==> src/rtl/rvfpm_issue_queue_if.sv <==
// Offload issue / commit / FPU-pipe handshake bundle for rvfpm_issue_queue.
// slave = the queue, master = the core + FPU pipeline side.
interface rvfpm_issue_queue_if #(
   parameter int X_ID_WIDTH = 4,
   parameter int XLEN       = 32
);
   logic                  issue_valid;
   logic                  issue_ready;
   logic [31:0]           issue_instr;
   logic [X_ID_WIDTH-1:0] issue_id;
   logic [XLEN-1:0]       issue_rs0, issue_rs1, issue_rs2;

   logic                  commit_valid;
   logic                  commit_kill;
   logic [X_ID_WIDTH-1:0] commit_id;

   logic                  pipe_valid;
   logic                  pipe_ready;
   logic [31:0]           pipe_instr;
   logic [X_ID_WIDTH-1:0] pipe_id;
   logic [XLEN-1:0]       pipe_rs0, pipe_rs1, pipe_rs2;

   modport master (
      output issue_valid, issue_instr, issue_id, issue_rs0, issue_rs1, issue_rs2,
      output commit_valid, commit_kill, commit_id, pipe_ready,
      input  issue_ready, pipe_valid, pipe_instr, pipe_id, pipe_rs0, pipe_rs1, pipe_rs2
   );
   modport slave (
      input  issue_valid, issue_instr, issue_id, issue_rs0, issue_rs1, issue_rs2,
      input  commit_valid, commit_kill, commit_id, pipe_ready,
      output issue_ready, pipe_valid, pipe_instr, pipe_id, pipe_rs0, pipe_rs1, pipe_rs2
   );
endinterface

==> src/rtl/rvfpm_issue_queue.sv <==
// In-order offload issue queue for the FPU pipeline with commit-kill of queued ids.
// Define RVFPM_QUEUE_BYPASS_EN to pass an instruction straight through an empty queue.
module rvfpm_issue_queue #(
   parameter int X_ID_WIDTH  = 4,
   parameter int QUEUE_DEPTH = 4,
   parameter int XLEN        = 32
) (
   input  logic                              ck,
   input  logic                              rst,
   rvfpm_issue_queue_if.slave                io,
   output logic [QUEUE_DEPTH*X_ID_WIDTH-1:0] queue_ids,
   output logic [QUEUE_DEPTH-1:0]            queue_vld,
   output logic [$clog2(QUEUE_DEPTH):0]      count
);
   localparam int PW = $clog2(QUEUE_DEPTH);
   localparam int CW = PW + 1;

   typedef struct packed {
      logic [31:0]           instr;
      logic [X_ID_WIDTH-1:0] id;
      logic [XLEN-1:0]       rs0;
      logic [XLEN-1:0]       rs1;
      logic [XLEN-1:0]       rs2;
   } entry_t;

   entry_t [QUEUE_DEPTH-1:0] ent_q, ent_d;
   logic   [QUEUE_DEPTH-1:0] kill_q, kill_d;
   logic   [QUEUE_DEPTH-1:0] occ;
   logic   [PW-1:0]          head_q, head_d, tail_q, tail_d;
   logic   [CW-1:0]          cnt_q, cnt_d;
   logic                     push, deq, head_pv, byp;
   entry_t                   in_e, head_e, out_e;

   assign in_e    = '{instr: io.issue_instr, id: io.issue_id,
                      rs0: io.issue_rs0, rs1: io.issue_rs1, rs2: io.issue_rs2};
   assign head_e  = ent_q[head_q];
   assign head_pv = (cnt_q != '0) && !kill_q[head_q];
   // A killed head is dropped without waiting on pipe_ready.
   assign deq     = (cnt_q != '0) && (kill_q[head_q] || io.pipe_ready);

`ifdef RVFPM_QUEUE_BYPASS_EN
   assign byp = rst && (cnt_q == '0) && io.pipe_ready;
`else
   assign byp = 1'b0;
`endif

   assign io.issue_ready = rst && (cnt_q < CW'(QUEUE_DEPTH));
   assign push           = io.issue_valid && io.issue_ready && !byp;

   assign out_e         = byp ? in_e : head_e;
   assign io.pipe_valid = byp ? io.issue_valid : head_pv;
   assign io.pipe_instr = out_e.instr;
   assign io.pipe_id    = out_e.id;
   assign io.pipe_rs0   = out_e.rs0;
   assign io.pipe_rs1   = out_e.rs1;
   assign io.pipe_rs2   = out_e.rs2;
   assign count         = cnt_q;

   for (genvar j = 0; j < QUEUE_DEPTH; j++) begin : g_slot
      logic [PW-1:0] off, idx;
      assign off     = PW'(j) - head_q;
      assign occ[j]  = CW'(off) < cnt_q;
      assign idx     = head_q + PW'(j);
      assign queue_vld[j] = CW'(j) < cnt_q;
      assign queue_ids[j*X_ID_WIDTH +: X_ID_WIDTH] = queue_vld[j] ? ent_q[idx].id : '0;
   end

   always_comb begin
      ent_d  = ent_q;
      kill_d = kill_q;
      head_d = head_q;
      tail_d = tail_q;
      cnt_d  = cnt_q + CW'(push) - CW'(deq);
      if (io.commit_valid && io.commit_kill) begin
         for (int j = 0; j < QUEUE_DEPTH; j++)
            if (occ[j] && (ent_q[j].id == io.commit_id)) kill_d[j] = 1'b1;
      end
      if (deq) head_d = head_q + PW'(1);
      // The slot being written is free, so a same-cycle kill never reaches it.
      if (push) begin
         ent_d[tail_q]  = in_e;
         kill_d[tail_q] = 1'b0;
         tail_d         = tail_q + PW'(1);
      end
   end

   always_ff @(posedge ck or negedge rst) begin
      if (!rst) begin
         ent_q  <= '0;
         kill_q <= '0;
         head_q <= '0;
         tail_q <= '0;
         cnt_q  <= '0;
      end else begin
         ent_q  <= ent_d;
         kill_q <= kill_d;
         head_q <= head_d;
         tail_q <= tail_d;
         cnt_q  <= cnt_d;
      end
   end
endmodule

==> src/flat_wrapper.sv <==
// flat-port wrapper written by rule: the top's interface ports become plain ports
module rvfpm_issue_queue_flat 
#(
   parameter int X_ID_WIDTH  = 4,
   parameter int QUEUE_DEPTH = 4,
   parameter int XLEN        = 32
)
  (ck, rst, queue_ids, queue_vld, count, io_issue_valid, io_issue_instr, io_issue_id, io_issue_rs0, io_issue_rs1, io_issue_rs2, io_commit_valid, io_commit_kill, io_commit_id, io_pipe_ready, io_issue_ready, io_pipe_valid, io_pipe_instr, io_pipe_id, io_pipe_rs0, io_pipe_rs1, io_pipe_rs2);
  rvfpm_issue_queue_if #(.X_ID_WIDTH(X_ID_WIDTH), .XLEN(XLEN)) io_i ();
  input  logic ck;
  input  logic rst;
  output logic [QUEUE_DEPTH*X_ID_WIDTH-1:0] queue_ids;
  output logic [QUEUE_DEPTH-1:0] queue_vld;
  output logic [$clog2(QUEUE_DEPTH):0] count;
  input wire logic [$bits(io_i.issue_valid)-1:0] io_issue_valid;
  input wire logic [$bits(io_i.issue_instr)-1:0] io_issue_instr;
  input wire logic [$bits(io_i.issue_id)-1:0] io_issue_id;
  input wire logic [$bits(io_i.issue_rs0)-1:0] io_issue_rs0;
  input wire logic [$bits(io_i.issue_rs1)-1:0] io_issue_rs1;
  input wire logic [$bits(io_i.issue_rs2)-1:0] io_issue_rs2;
  input wire logic [$bits(io_i.commit_valid)-1:0] io_commit_valid;
  input wire logic [$bits(io_i.commit_kill)-1:0] io_commit_kill;
  input wire logic [$bits(io_i.commit_id)-1:0] io_commit_id;
  input wire logic [$bits(io_i.pipe_ready)-1:0] io_pipe_ready;
  output wire logic [$bits(io_i.issue_ready)-1:0] io_issue_ready;
  output wire logic [$bits(io_i.pipe_valid)-1:0] io_pipe_valid;
  output wire logic [$bits(io_i.pipe_instr)-1:0] io_pipe_instr;
  output wire logic [$bits(io_i.pipe_id)-1:0] io_pipe_id;
  output wire logic [$bits(io_i.pipe_rs0)-1:0] io_pipe_rs0;
  output wire logic [$bits(io_i.pipe_rs1)-1:0] io_pipe_rs1;
  output wire logic [$bits(io_i.pipe_rs2)-1:0] io_pipe_rs2;
  assign io_i.issue_valid = io_issue_valid;
  assign io_i.issue_instr = io_issue_instr;
  assign io_i.issue_id = io_issue_id;
  assign io_i.issue_rs0 = io_issue_rs0;
  assign io_i.issue_rs1 = io_issue_rs1;
  assign io_i.issue_rs2 = io_issue_rs2;
  assign io_i.commit_valid = io_commit_valid;
  assign io_i.commit_kill = io_commit_kill;
  assign io_i.commit_id = io_commit_id;
  assign io_i.pipe_ready = io_pipe_ready;
  assign io_issue_ready = io_i.issue_ready;
  assign io_pipe_valid = io_i.pipe_valid;
  assign io_pipe_instr = io_i.pipe_instr;
  assign io_pipe_id = io_i.pipe_id;
  assign io_pipe_rs0 = io_i.pipe_rs0;
  assign io_pipe_rs1 = io_i.pipe_rs1;
  assign io_pipe_rs2 = io_i.pipe_rs2;
  rvfpm_issue_queue #(.X_ID_WIDTH(X_ID_WIDTH), .QUEUE_DEPTH(QUEUE_DEPTH), .XLEN(XLEN)) u_core (.ck(ck), .rst(rst), .io(io_i), .queue_ids(queue_ids), .queue_vld(queue_vld), .count(count));
endmodule
==> config.mk <==
export PLATFORM = sky130hd
export DESIGN_NAME = rvfpm_issue_queue_flat
export DESIGN_NICKNAME = d
export VERILOG_FILES = /design/src/rtl/rvfpm_issue_queue_if.sv /design/src/rtl/rvfpm_issue_queue.sv /design/src/flat_wrapper.sv
export SDC_FILE = /design/constraint.sdc
export NUM_CORES = 1
export LEC_CHECK = 0
export BUFFER_PORTS_ARGS = -buffer_cell sky130_fd_sc_hd__buf_2
export CORE_UTILIZATION = 60
export CTS_BUF_LIST = sky130_fd_sc_hd__clkbuf_8
export DETAILED_ROUTE_END_ITERATION = 7
export GPL_TIMING_DRIVEN = 0
export PLACE_DENSITY = 0.82
export SYNTH_ARGS = -nofsm -noshare
export SYNTH_HDL_FRONTEND = slang
export SYNTH_SLANG_ARGS = --single-unit
==> constraint.sdc <==
create_clock -name ck -period 4.6 [get_ports ck]
set_clock_uncertainty 0.2 [all_clocks]
set_input_delay 0.46 -clock ck [delete_from_list [all_inputs] [get_ports ck]]
set_output_delay 0.46 -clock ck [all_outputs]
set_load 0.03 [all_outputs]
---- After elaboration in Yosys (flattened, before gate mapping) ----
Index checks and enable logic that the tools add are counted.
cells by class
  add/subtract/negate cells ............... 10
  $lt $le $gt $ge ......................... 15
  equality and inequality tests ........... 4
  mux-type cells .......................... 25
  bitwise logic cells ..................... 2
  reduce and logical (&&, ||, !) cells .... 13
operator list
  operator               number
  $bmux W132 S2          4
  $bwmux W528            1
  $mux W100              3
  $demux W132 S2         1
  $mux W132              2
  $mux W4                6
  $eq A4 B4 Y1           4
  $lt A2 B3 Y1 const B   5
  $lt A2 B3 Y1           4
  $logic_and A1 B1 Y1    10
  $lt A1 B3 Y1 const A   2
  $lt A2 B3 Y1 const A   2
  $mux W1                6
  $add A2 B1 Y2 const B  2
  $add A2 B2 Y2 const B  2
  $and A4 B4 Y4          1
  $not A4 Y4             1
  $sub A1 B2 Y2 const A  2
  $sub A2 B2 Y2 const A  2
  $add A3 B1 Y3          1
  $lt A3 B3 Y1 const B   1
  $reduce_bool A3 Y1     1
  $sub A3 B1 Y3          1
  $bmux W1 S2            1
  4 further kinds        4
storage, ports and cells
  register bits ........................... 539
  output and inout bits ................... 157
  word-level logic and storage cells ...... 93

---- Logic depth before layout (Yosys ltp) ----
  depth in word-level cells ............... 7
  depth in mapped cells ................... 13

---- Worst setup path before layout ----
No wires, ideal clock.
  path kind ............................... reg2out
  from .................................... register u_core.cnt_q[2], in the netlist u_core.count[2]
  to ...................................... output port queue_ids[10]
  arrival ................................. 2.127 ns
  path slack .............................. 1.813 ns
  stages on the path, launching flop included .. 6
  buffers on the path ..................... 1
  cell sequence ........................... dfrtp_1 -> inv_1 -> clkbuf_1 -> ha_1 -> a21o_1 -> a211oi_1
between the ends
  cells in the longest elaborated chain, start to end .. 2
RTL lines
  what                      line                     RTL
  start: declaration        rvfpm_issue_queue.sv:30  logic [CW-1:0] cnt_q, cnt_d;
  start signal: assignment  rvfpm_issue_queue.sv:99  cnt_q <= cnt_d;
  $lt A2 B3 Y1              rvfpm_issue_queue.sv:64  assign queue_vld[j] = CW'(j) < cnt_q;
  $mux W4                   rvfpm_issue_queue.sv:65  assign queue_ids[j*X_ID_WIDTH +: X_ID_WIDTH] = queue_vld[j] ? ent_q[idx].id : '0;
  end: declaration          flat_wrapper.sv:12       output logic [QUEUE_DEPTH*X_ID_WIDTH-1:0] queue_ids;
No other way between the ends.

---- Worst setup path in the final report ----
  from .................................... register u_core.head_q[0]
  to ...................................... output port queue_ids[10]
between the ends
  cells in the longest elaborated chain, start to end .. 4
RTL lines
  what                             line                     RTL
  start: declaration               rvfpm_issue_queue.sv:29  logic [PW-1:0] head_q, head_d, tail_q, tail_d;
  start signal: assignment         rvfpm_issue_queue.sv:91  head_q <= '0;
  start signal: assignment         rvfpm_issue_queue.sv:97  head_q <= head_d;
  $add A2 B2 Y2                    rvfpm_issue_queue.sv:63  assign idx = head_q + PW'(j);
  $bmux W132 S2                    rvfpm_issue_queue.sv:65
  $mux W100 (not written as such)  rvfpm_issue_queue.sv:65
  $mux W4                          rvfpm_issue_queue.sv:65
No other way between the ends. The select of a mux whose other input is x is not followed.

==> results_dict.tcl <==
set metrics [dict create \
    cts_root_buf "clkbuf_8" \
    status "finished, final reports clean" \
    grt_max_degree 129 \
    synthAdderAreaFrac_pct 0.692 \
    fillerInstances 2377 \
    vias_per_cell 5.71 \
    remaining_drc_errors 0 \
    clock_latency_ns 0.65 \
    synth_top_family_by_area "multiplexers" \
    io_buffers 298 \
    fp.dieH_um 204 \
    r2r_cells 13 \
    yosys.area.top_type "dfrtp_1" \
    ys_seq_elements 539 \
    combPwrFrac_pct 47.5 \
    final_common_cell "dfrtp_1" \
    post_cts_buffers 0 \
    wl_met3_mm 3.33 \
    register_area_sq_um 13500 \
    cts_max_path_buffers 3 \
    highest_layer "met5" \
    slew_headroom_pct 47.1 \
    place_congestion 0.837 \
    postCtsHoldBufs 134 \
    avgRoutedWirePerCell_um 22.6 \
    min_period_ns 3.67 \
    hold_start "io_issue_valid" \
    p_switching_w 0.00926 \
    fin_crit_sh_pct 79.7 \
    ant_nets 0 \
    r2r_slack_ns 1.37 \
    syn_inst 1438 \
    power.share.sequential_pct 34.7 \
    met2_length_mm 28.6 \
    clock_power_share_pct 17.8 \
    startpoint_type "flip-flop" \
    utilization_pct 74.9 \
    power_density_nw_per_um2 800 \
    worst_pin_slew_ns 0.794 \
    finalNetCount 2118 \
    syn_area_per_cell_sq_um 17.1 \
    crit_type "flip-flop to output port" \
    p_total_w 0.0240 \
    rows 73 \
    critPathArrivalTime_ns 3.01 \
    synth_seq_area_share_pct 54.9 \
    leakage_nw 14.4 \
    yosys_warnings 0 \
    vias 14600 \
    numCtsBuffers 87 \
    holdPathStages 4 \
    drive_gt1_share_pct 58.6 \
    netlist_top_cells_area "dfrtp_1 (55%), mux2_2 (17%), mux4_2 (12%)" \
    core_sq_um 40100 \
    first_global_vias 16200 \
    synth_top_area_share_pct 54.9 \
    drt-met1-wl_mm 24.1 \
    clk_pin_slew_worst_paths_ns 0.06 \
    vdd.ir_drop.worst_v 0.000582 \
    dp_hpwl_mm 36.9 \
    dieArea_sq_um 41800 \
    die_w_um 204 \
    tns_ns 0 \
    p_int_w 0.0148 \
    dp_cells 2265 \
    reg2reg_from "u_core.head_q[1]" \
    cp_max_fo 10 \
    multi_input_comb_area_sq_um 10400 \
    drt_iter0_markers 855 \
    min_path_type "input pin to flip-flop" \
    drv_slew 0 \
    rsz0062_at_grt "no" \
    finalSetupViolCount 0 \
    cts_sinks 539 \
    fin_cells 2560 \
    cts_tree "yes" \
    synth-simple-area-share_pct 0.794 \
    cts_resized 0 \
    synth_compound_area_share_pct 0.947 \
    holdPathEnd "u_core.kill_q[3]" \
    ios 299 \
    syn_nets 1593 \
    grtUsageTotal_pct 28.8 \
    h-tree-depth 3 \
    hold_viol 0 \
    worstReg2RegEnd "u_core.count[2]" \
    endpoint_kind "output port" \
    synth_xor_area_share_pct 0.713 \
    syn_to_final_growth_pct 22.2 \
    fin_area_sq_um 30000 \
    antenna_found_initial 8 \
    cp.required_ns 3.94 \
    final_cell_mix "dfrtp_1 (539), mux2_2 (376), buf_2 (350), mux2_4 (160), dlygate4sd3_1 (134)" \
    yosysUniqueCellTypes 30 \
    synthMuxAreaShare_pct 39.2 \
    cap_violations 0 \
    gr-total-overflow 0 \
    fmax_ghz 0.273 \
    grt_pass1_wl_mm 91.7 \
    place_area_sq_um 26800 \
    switching_share_pct 38.6 \
    drt_pass1_iterations 5 \
    wl_mm 57.9 \
    synth_area_sq_um 24600 \
    start_util_pct 61.3 \
]
per-stage QoR:
stage,worst slack [ns],hold slack [ns]
final,0.935,0.0824
after global routing,0.821,0.0637
after CTS,0.890,0.0356
after detailed placement,1.43,0.287
after global placement,-7.64,0.281
after floorplan,1.81,-0.0356
routing by layer:
layer  track usage, %  vias to the layer above
li1                 -                     6409
met1             38.3                     7696
met2             46.3                      393
met3             6.87                      125
met4             10.4                        2
met5                0                        -
cell type report:
cell class,count,area share [%]
multi-input combinational,790,34.6
clock inverter,36,0.663
clock buffer,118,5.41
buffer,95,2.11
inverter,14,0.175
antenna,7,0.0583
timing repair buffer,436,9.83
tap,525,2.19
sequential,539,44.9
power by group through the flow:
stage	clock network, W	registers, W	logic (W)
floorplan	0	0.00789	0.00865
global placement	0	0.00815	0.0111
detailed placement	0	0.00832	0.0113
CTS	0.00433	0.00827	0.0114
global route	0.00456	0.00859	0.0121
finish	0.00427	0.00834	0.0114
kinds of logic after synthesis:
logic type	Yosys count
compound gates	38
xor+xnor	20
fa+ha+maj	13
flops	539
mux	675
buf+inv	109
simple gates	44
registers in the layout, summed over array words and instances, names as in the netlist:
signal,cells
u_core.count,3
u_core.ent_q,528
u_core.head_q,2
u_core.kill_q,4
u_core.tail_q,2
how the worst max path moves through the flow:
| stage | startpoint | to | cells past startpoint |
|---|---|---|---|
| after floorplan | u_core.count[2] | queue_ids[10] | 5 |
| after global placement | rst | u_core.ent_q[208] | 1 |
| after detailed placement | u_core.head_q[1] | u_core.count[2] | 13 |
| after CTS | u_core.head_q[0] | queue_ids[10] | 7 |
| after global routing | u_core.head_q[0] | queue_ids[10] | 7 |
| final | u_core.head_q[0] | queue_ids[10] | 7 |
worst max-delay path: stages, from the launching register on:
cell and delay (ns):
dfrtp_1 0.32, clkbuf_1 0.20, buf_2 0.42, buf_2 0.30, buf_1 0.38, nor2_1 0.09, a211oi_1 0.33, buf_2 0.27
Yosys cell counts:
cell type,n
mux4_2,128
nand2_2,2
a211oi_1,6
xnor2_1,2
mux2_4,160
dfrtp_1,539
nand2b_1,1
clkbuf_1,3
mux2i_1,11
buf_2,53
a21oi_1,23
nand2_1,5
nor2b_2,1
a21o_1,1
and2_1,4
o21a_1,1
nor2_1,28
xor2_1,18
buf_4,18
buf_1,2
ha_1,12
a2111oi_0,4
a311oi_1,2
fa_1,1
nor3_1,2
buf_6,19
o21ai_0,1
and2_4,1
mux2_2,376
inv_1,14
No activity file was read; power rests on OpenSTA's default activity.
